`config.mk`:
```
export PLATFORM = sky130hd
export DESIGN_NAME = seg_msg_arbiter
export DESIGN_NICKNAME = d
export VERILOG_FILES = /design/src/rtl/seg_msg_arbiter.sv
export SDC_FILE = /design/constraint.sdc
export NUM_CORES = 1
export LEC_CHECK = 0
export ABC_CLOCK_PERIOD_IN_PS = 2830
export BUFFER_PORTS_ARGS = -buffer_cell sky130_fd_sc_hd__buf_2
export CORE_MARGIN = 4
export CORE_UTILIZATION = 54
export CTS_CLUSTER_DIAMETER = 50
export CTS_CLUSTER_SIZE = 12
export DETAILED_ROUTE_END_ITERATION = 16
export PLACE_DENSITY = 0.91
export SYNTH_ARGS = -nofsm -noshare
export SYNTH_HDL_FRONTEND = slang
export SYNTH_SLANG_ARGS = --single-unit
```
`constraint.sdc`:
```
create_clock -name segclk -period 2.83 [get_ports segclk]
set_input_delay 0.4245 -clock segclk [delete_from_list [all_inputs] [get_ports segclk]]
set_output_delay 0.4245 -clock segclk [all_outputs]
set_load 0.005 [all_outputs]
```
`src/rtl/seg_msg_arbiter.sv`:
```
`default_nettype none
// ============================================================================
// seg_msg_arbiter: two-requester message arbiter and 4-digit 7-seg scanner.
// Revision: 1.0
// ============================================================================
module seg_msg_arbiter #(
  parameter int HOLD_CYCLES = 16384
) (
  input  logic        segclk,
  input  logic        clr,
  input  logic        req_a,
  input  logic [19:0] msg_a,
  input  logic        req_b,
  input  logic [19:0] msg_b,
  output logic        ack_a,
  output logic        ack_b,
  output logic        busy,
  output logic        owner,
  output logic [6:0]  seg,
  output logic [3:0]  an
);

  localparam int             c_CW    = (HOLD_CYCLES > 1) ? $clog2(HOLD_CYCLES) : 1;
  localparam logic [c_CW-1:0] c_LAST = c_CW'(HOLD_CYCLES - 1);
  localparam logic [6:0]      c_BLANK = 7'b1111111;
  localparam logic [3:0]      c_AN_OFF = 4'b1111;

  typedef enum logic [0:0] {
    S_IDLE = 1'b0,
    S_SHOW = 1'b1
  } state_t;

  state_t          r_state;
  state_t          w_state_nxt;
  logic [19:0]     r_msg;
  logic [c_CW-1:0] r_cnt;
  logic [1:0]      r_scan;
  logic [6:0]      r_seg;
  logic [3:0]      r_an;
  logic            r_ack_a;
  logic            r_ack_b;
  logic            r_owner;
  logic            w_expire;
  logic            w_latch_a;
  logic            w_latch_b;
  logic [4:0]      w_char;
  logic [3:0]      w_an_scan;

  function automatic logic [6:0] f_glyph(input logic [4:0] i_code);
    logic [6:0] v;
    case (i_code)
      5'd0:    v = 7'b0001000; // A
      5'd1:    v = 7'b0000011; // b
      5'd2:    v = 7'b1000110; // C
      5'd3:    v = 7'b0100001; // d
      5'd4:    v = 7'b0000110; // E
      5'd5:    v = 7'b0001110; // F
      5'd6:    v = 7'b1000010; // G
      5'd7:    v = 7'b0001001; // H
      5'd8:    v = 7'b1001111; // I
      5'd9:    v = 7'b1100001; // J
      5'd10:   v = 7'b0001010; // K
      5'd11:   v = 7'b1000111; // L
      5'd12:   v = 7'b1101010; // M
      5'd13:   v = 7'b1001000; // N
      5'd14:   v = 7'b1000000; // O
      5'd15:   v = 7'b0001100; // P
      5'd16:   v = 7'b0011000; // q
      5'd17:   v = 7'b1001100; // R
      5'd18:   v = 7'b0010010; // S
      5'd19:   v = 7'b0000111; // t
      5'd20:   v = 7'b1000001; // U
      5'd21:   v = 7'b1100011; // v
      5'd22:   v = 7'b1010101; // W
      5'd23:   v = 7'b0011011; // X
      5'd24:   v = 7'b0010001; // y
      5'd25:   v = 7'b0100100; // Z
      default: v = c_BLANK;
    endcase
    return v;
  endfunction

  assign w_expire = (r_state == S_SHOW) && (r_cnt == c_LAST);

  // In IDLE A has fixed priority; at expiry the non-owner is preferred.
  always_comb begin
    w_state_nxt = r_state;
    w_latch_a   = 1'b0;
    w_latch_b   = 1'b0;
    if (r_state == S_IDLE) begin
      if (req_a)      w_latch_a = 1'b1;
      else if (req_b) w_latch_b = 1'b1;
    end else if (w_expire) begin
      w_state_nxt = S_IDLE;
      if (r_owner) begin
        if (req_b)      w_latch_b = 1'b1;
        else if (req_a) w_latch_a = 1'b1;
      end else begin
        if (req_a)      w_latch_a = 1'b1;
        else if (req_b) w_latch_b = 1'b1;
      end
    end
    if (w_latch_a || w_latch_b) w_state_nxt = S_SHOW;
  end

  always_comb begin
    w_char    = r_msg[4:0];
    w_an_scan = 4'b1110;
    case (r_scan)
      2'd0:    begin w_char = r_msg[19:15]; w_an_scan = 4'b0111; end
      2'd1:    begin w_char = r_msg[14:10]; w_an_scan = 4'b1011; end
      2'd2:    begin w_char = r_msg[9:5];   w_an_scan = 4'b1101; end
      default: begin w_char = r_msg[4:0];   w_an_scan = 4'b1110; end
    endcase
  end

  always_ff @(posedge segclk) begin
    if (clr) begin
      r_state <= S_IDLE;
      r_msg   <= '0;
      r_cnt   <= '0;
      r_scan  <= '0;
      r_seg   <= c_BLANK;
      r_an    <= c_AN_OFF;
      r_ack_a <= 1'b0;
      r_ack_b <= 1'b0;
      r_owner <= 1'b0;
    end else begin
      r_state <= w_state_nxt;
      r_ack_a <= w_latch_a;
      r_ack_b <= w_latch_b;
      if (w_latch_a || w_latch_b) begin
        r_msg   <= w_latch_a ? msg_a : msg_b;
        r_owner <= w_latch_a;
        r_cnt   <= '0;
        r_scan  <= '0;
        r_seg   <= c_BLANK;
        r_an    <= c_AN_OFF;
      end else if ((r_state == S_SHOW) && !w_expire) begin
        r_seg  <= f_glyph(w_char);
        r_an   <= w_an_scan;
        r_scan <= r_scan + 2'd1;
        r_cnt  <= r_cnt + 1'b1;
      end else begin
        r_seg <= c_BLANK;
        r_an  <= c_AN_OFF;
      end
    end
  end

  assign ack_a = r_ack_a;
  assign ack_b = r_ack_b;
  assign busy  = (r_state == S_SHOW);
  assign owner = r_owner;
  assign seg   = r_seg;
  assign an    = r_an;

endmodule
`default_nettype wire

```
After elaboration in Yosys (flattened, before gate mapping)
Memories as Yosys holds them, arrays and structs flattened. A register that Yosys moved wholly into a read port is not among the register bits.
Cells that the tools add are included.
- register bits after elaboration: 44
- latch bits: 0
- memory bits (writable): 0
- memory bits (read-only): 224
- output and inout bits: 15
- memories: 1
- memories (memory ; words ; bits a word ; rd ports ; clocked after memory_dff ; wr ports ; RTL line ; text):
    (no name shown) ; 32 ; 7 ; 1 ; 1 ; 0 ; 51 ; case (i_code)
- add/subtract/negate cells: 2
- multiply operators: 0
- div/mod/pow operators: 0
- order comparisons: 0
- eq/ne operators: 3
- shifts and indexed selects: 0
- multiplexer cells: 16
- bitwise logic cells: 1
- reductions and logical operators: 7
- operator list (operator ; count):
    20-bit 2-to-1 mux ; 1
    5-bit case mux with 3 select lines ; 1
    14-bit by 1-bit adder with 14-bit output, second input constant ; 1
    14-bit == test, second input constant ; 1
    1-bit 2-to-1 mux ; 13
    4-bit case mux with 3 select lines ; 1
    3-bit OR reduction ; 1
    2-bit by 1-bit adder with 2-bit output, second input constant ; 1
    2-bit by 1-bit == test with 1-bit output, second input constant ; 1
    2-bit == test, second input constant ; 1
    1-bit logical AND ; 2
    2-bit logical NOT ; 1
    2-bit OR reduction ; 1
    1-bit logical NOT ; 1
    1-bit logical OR ; 1
    1-bit inverter ; 1

Longest topological paths before layout
- word-level depth: 7
- gate-level depth with buffers: 10
- gate-level depth less buffers: 10

Least setup slack after synthesis
OpenSTA, ideal clock, no wires.
- path kind: register to register
- from: reg r_scan[1]
- to: reg r_seg[3], in the netlist seg[3]
- setup time: 137 ps
- data arrival time: 2240 ps
- data required time: 2693 ps
- setup slack: 454 ps
- stages on the path, launching flop included: 9
- cell sequence: dfxtp_1 -> ha_1 -> buf_2 -> mux2i_1 -> clkinv_2 -> ha_1 -> nor3_1 -> o32a_1 -> o211ai_2
- word-level cells in the longest chain between the ends: 2
- RTL lines (what ; RTL line ; text):
    start: declaration ; 37 ; logic [1:0] r_scan;
    start signal: assignment ; 142 ; r_scan <= r_scan + 2'd1;
    2-bit == test (tied with other cells) ; 109 ; case (r_scan)
    5-bit case mux with 3 select lines * ; 109 ;
    end: declaration ; 38 ; logic [6:0] r_seg;
Every way passes the cells marked *; elsewhere a longest branch is shown, timed or not.
A chain may end at the register's enable or synchronous reset.

Worst setup path after layout
- from: reg r_scan[0]
- to: reg r_seg[3], in the netlist seg[3]
The elaborated chain is that of the path after synthesis.

==> out/results.txt <==
H-tree Lvls = 2
CP startpoint = r_scan[0]
top cells by area, synth = dfxtp_1, mux2i_1, ha_1, o2bb2ai_1, nor2_1
P_leak = 1.30 nW
critical path class = reg -> reg
number of synthesized flops with an enable pin = 0
post-synthesis cell area = 0.00266 mm²
Site Rows = 25
post-route setup TNS = 0 ns
ys flop type = dfxtp_1
Root Driver = clkbuf_8
reg2reg start = r_scan[0]
vias = 2283
Post-Syn Instances = 267
vias in the first global route = 2203
initial core utilization = 55.9%
outcome = finished clean
CTS tree = built
Seq/Total Area, Yosys = 38.4%
die footprint = 0.00611 mm²
Vias/cell = 5.81
Clock Latency Late Sink = 0.31 ns
crit path DAT = 2.79 ns
number of max-cap violations = 0
final worst-path cycle share = 91.9%
largest net degree at the start of global routing = 22
clock buffer depth = 2
antenna violations before repair = 0
power density cells = 481 mW/mm²
Hold EP = r_msg[19]
io pins = 59
f_max = 384 MHz
fraction of layout instances using a drive strength above 1 = 26.1%
Die Width = 78.2 µm
Reg2Reg Depth = 9
R2R Setup Slk = 0.23 ns
nets = 382
worst rel slew slack = 51.3%
ys async rst share = 0%
All-Layer GR Usage = 19.6%
Worst-path clk slew = 0.10 ns
#FFs+latches synth = 51
hold_ws = 0.383 ns
synth warn = 0
Reg-to-Reg End = seg[3]
ant diodes = 0
die height = 78.2 µm
first-pass GRT wire length = 9890 µm
Final Max Tran Viols = 0
worst hold path depth = 3
Post-Place Cells = 385
clk_skew = 0.0105 ns
area growth from synthesis to layout = 16.7%
Synth Area per Inst = 9.96 µm²
Final ANT Viol Nets = 0
Peak VDD IR = 0.299 mV
Critical Path End Type = flip-flop
Max FO, Critical Path = 10
gpl congestion = 0.923
Fill cells = 389
worst hold-check path type = in -> reg
WL/cell = 15.2 µm
final core utilization = 65.3%
Setup crit start kind = flip-flop
Commonest cells post-synth = dfxtp_1, mux2i_1, nor2_1, o2bb2ai_1
Finished Layout Cells = 393
Syn Nets = 324
Hold Startpoint = msg_a[19]
Initial DRT Pass Iterations = 4
Yosys cell types = 54
DRT iter0 DRCs = 186
residual DRC count = 0
RSZ-0062 raised after global routing = no
WP data required = 3.02 ns
final WL = 5960 µm
final total power = 0.00149 W
Core Region = 0.00475 mm²
Final Setup Violations = 0
Synth area leader = dfxtp_1
GR Overflow Total = 0
CTS buffer count = 5
most common cell in the netlist = dfxtp_1
Final Hold Viols = 0
Final Critical Period = 2.60 ns
Slew @ Worst Pin = 0.730 ns
DP HPWL = 4520 µm
Post-CTS Hold Buffers = 0
CTS Sinks = 51
Synth top area share = 38.4%
input/output buffers = 58
[metal layers]
metal	vias up	track usage [%]	share of wire, %
li1	1121	-	-
met2	75	35.4	52
met3	14	4.01	5.9
met4	0	6.64	1.8
met5	-	0	0
met1	1073	22.9	40
[where the power goes]
part	switching, W	total [W]	internal, W
Clock	0.000253	0.000430	0.000177
Combinational	0.000157	0.000285	0.000128
Sequential	0.0000217	0.000778	0.000756
Total	0.000432	0.00149	0.00106
[critical path, cell delays in order, from the launching register on]
cell	delay (ns)
dfxtp_1	0.34
inv_1	0.12
ha_1	0.29
a222oi_1	0.17
mux2i_2	0.47
clkinv_2	0.31
ha_1	0.31
nor3_1	0.19
o32a_1	0.20
o211ai_2	0.07
[state kept, by name, summed over array words and instances (netlist names)]
register	cells
r_scan	2
ack_a	1
ack_b	1
seg	7
r_msg	20
r_cnt	14
busy	1
owner	1
an	4
[logic make-up (layout without fill, tap and decap cells)]
| logic type | Yosys count | in the layout | synth area share, % |
|---|---|---|---|
| AO/OA/AOI/OAI | 66 | 66 | 20.0 |
| XOR/XNOR | 12 | 12 | 3.95 |
| adder cells (fa/ha/maj) | 13 | 13 | 6.12 |
| buffers and inverters | 28 | 87 | 4.80 |
| flip-flops | 51 | 51 | 38.4 |
| multiplexers | 42 | 42 | 16.3 |
| AND/OR/NAND/NOR | 55 | 55 | 10.5 |
[cell usage in the layout (no fill, tap or decap), drive strengths merged, types with 3 or more instances in the layout]
cell type,netlist,routed
buf,10,64
dfxtp,51,51
mux2i,38,38
nor2,20,20
o2bb2ai,15,15
inv,14,15
nand2,14,14
ha,13,13
a21oi,8,8
xnor2,6,6
xor2,6,6
o21ai,6,6
a222oi,5,5
o22ai,5,5
clkbuf,3,5
nand3,5,5
o211ai,5,5
mux2,4,4
o31ai,3,3
o2111ai,3,3
a221o,3,3
clkinv,1,3
[worst max-delay path by stage]
stage          slack [ns]      to
2_1_floorplan        0.45  seg[3]
3_3_place_gp         0.29  seg[3]
3_5_place_dp         0.07  seg[3]
4_1_cts              0.05  seg[3]
5_1_grt              0.04  seg[0]
6_report             0.23  seg[3]
[stage by stage]
step | setup slack, ns | area (µm²)
after floorplan | 0.454 | 2660
after global placement | 0.287 | 3010
after detailed placement | 0.0698 | 3010
after CTS | 0.0503 | 3100
after global routing | 0.0371 | 3100
final | 0.229 | 3100
[cell type report]
cell class / count / area [µm²] / share of cell area, %
tap: 67 / 83.8 / 2.70
sequential: 51 / 1020 / 32.9
timing repair buffer: 64 / 335 / 10.8
inverter: 15 / 57.6 / 1.85
clock buffer: 5 / 68.8 / 2.22
multi-input combinational: 188 / 1510 / 48.8
clock inverter: 3 / 22.5 / 0.726
[timing repair]
item,4_1_cts,5_1_grt
endpoints found under the setup margin,0,5
gates resized for setup,0,1
setup buffers,0,0
Note: power is estimated with default switching activity, not from simulation.
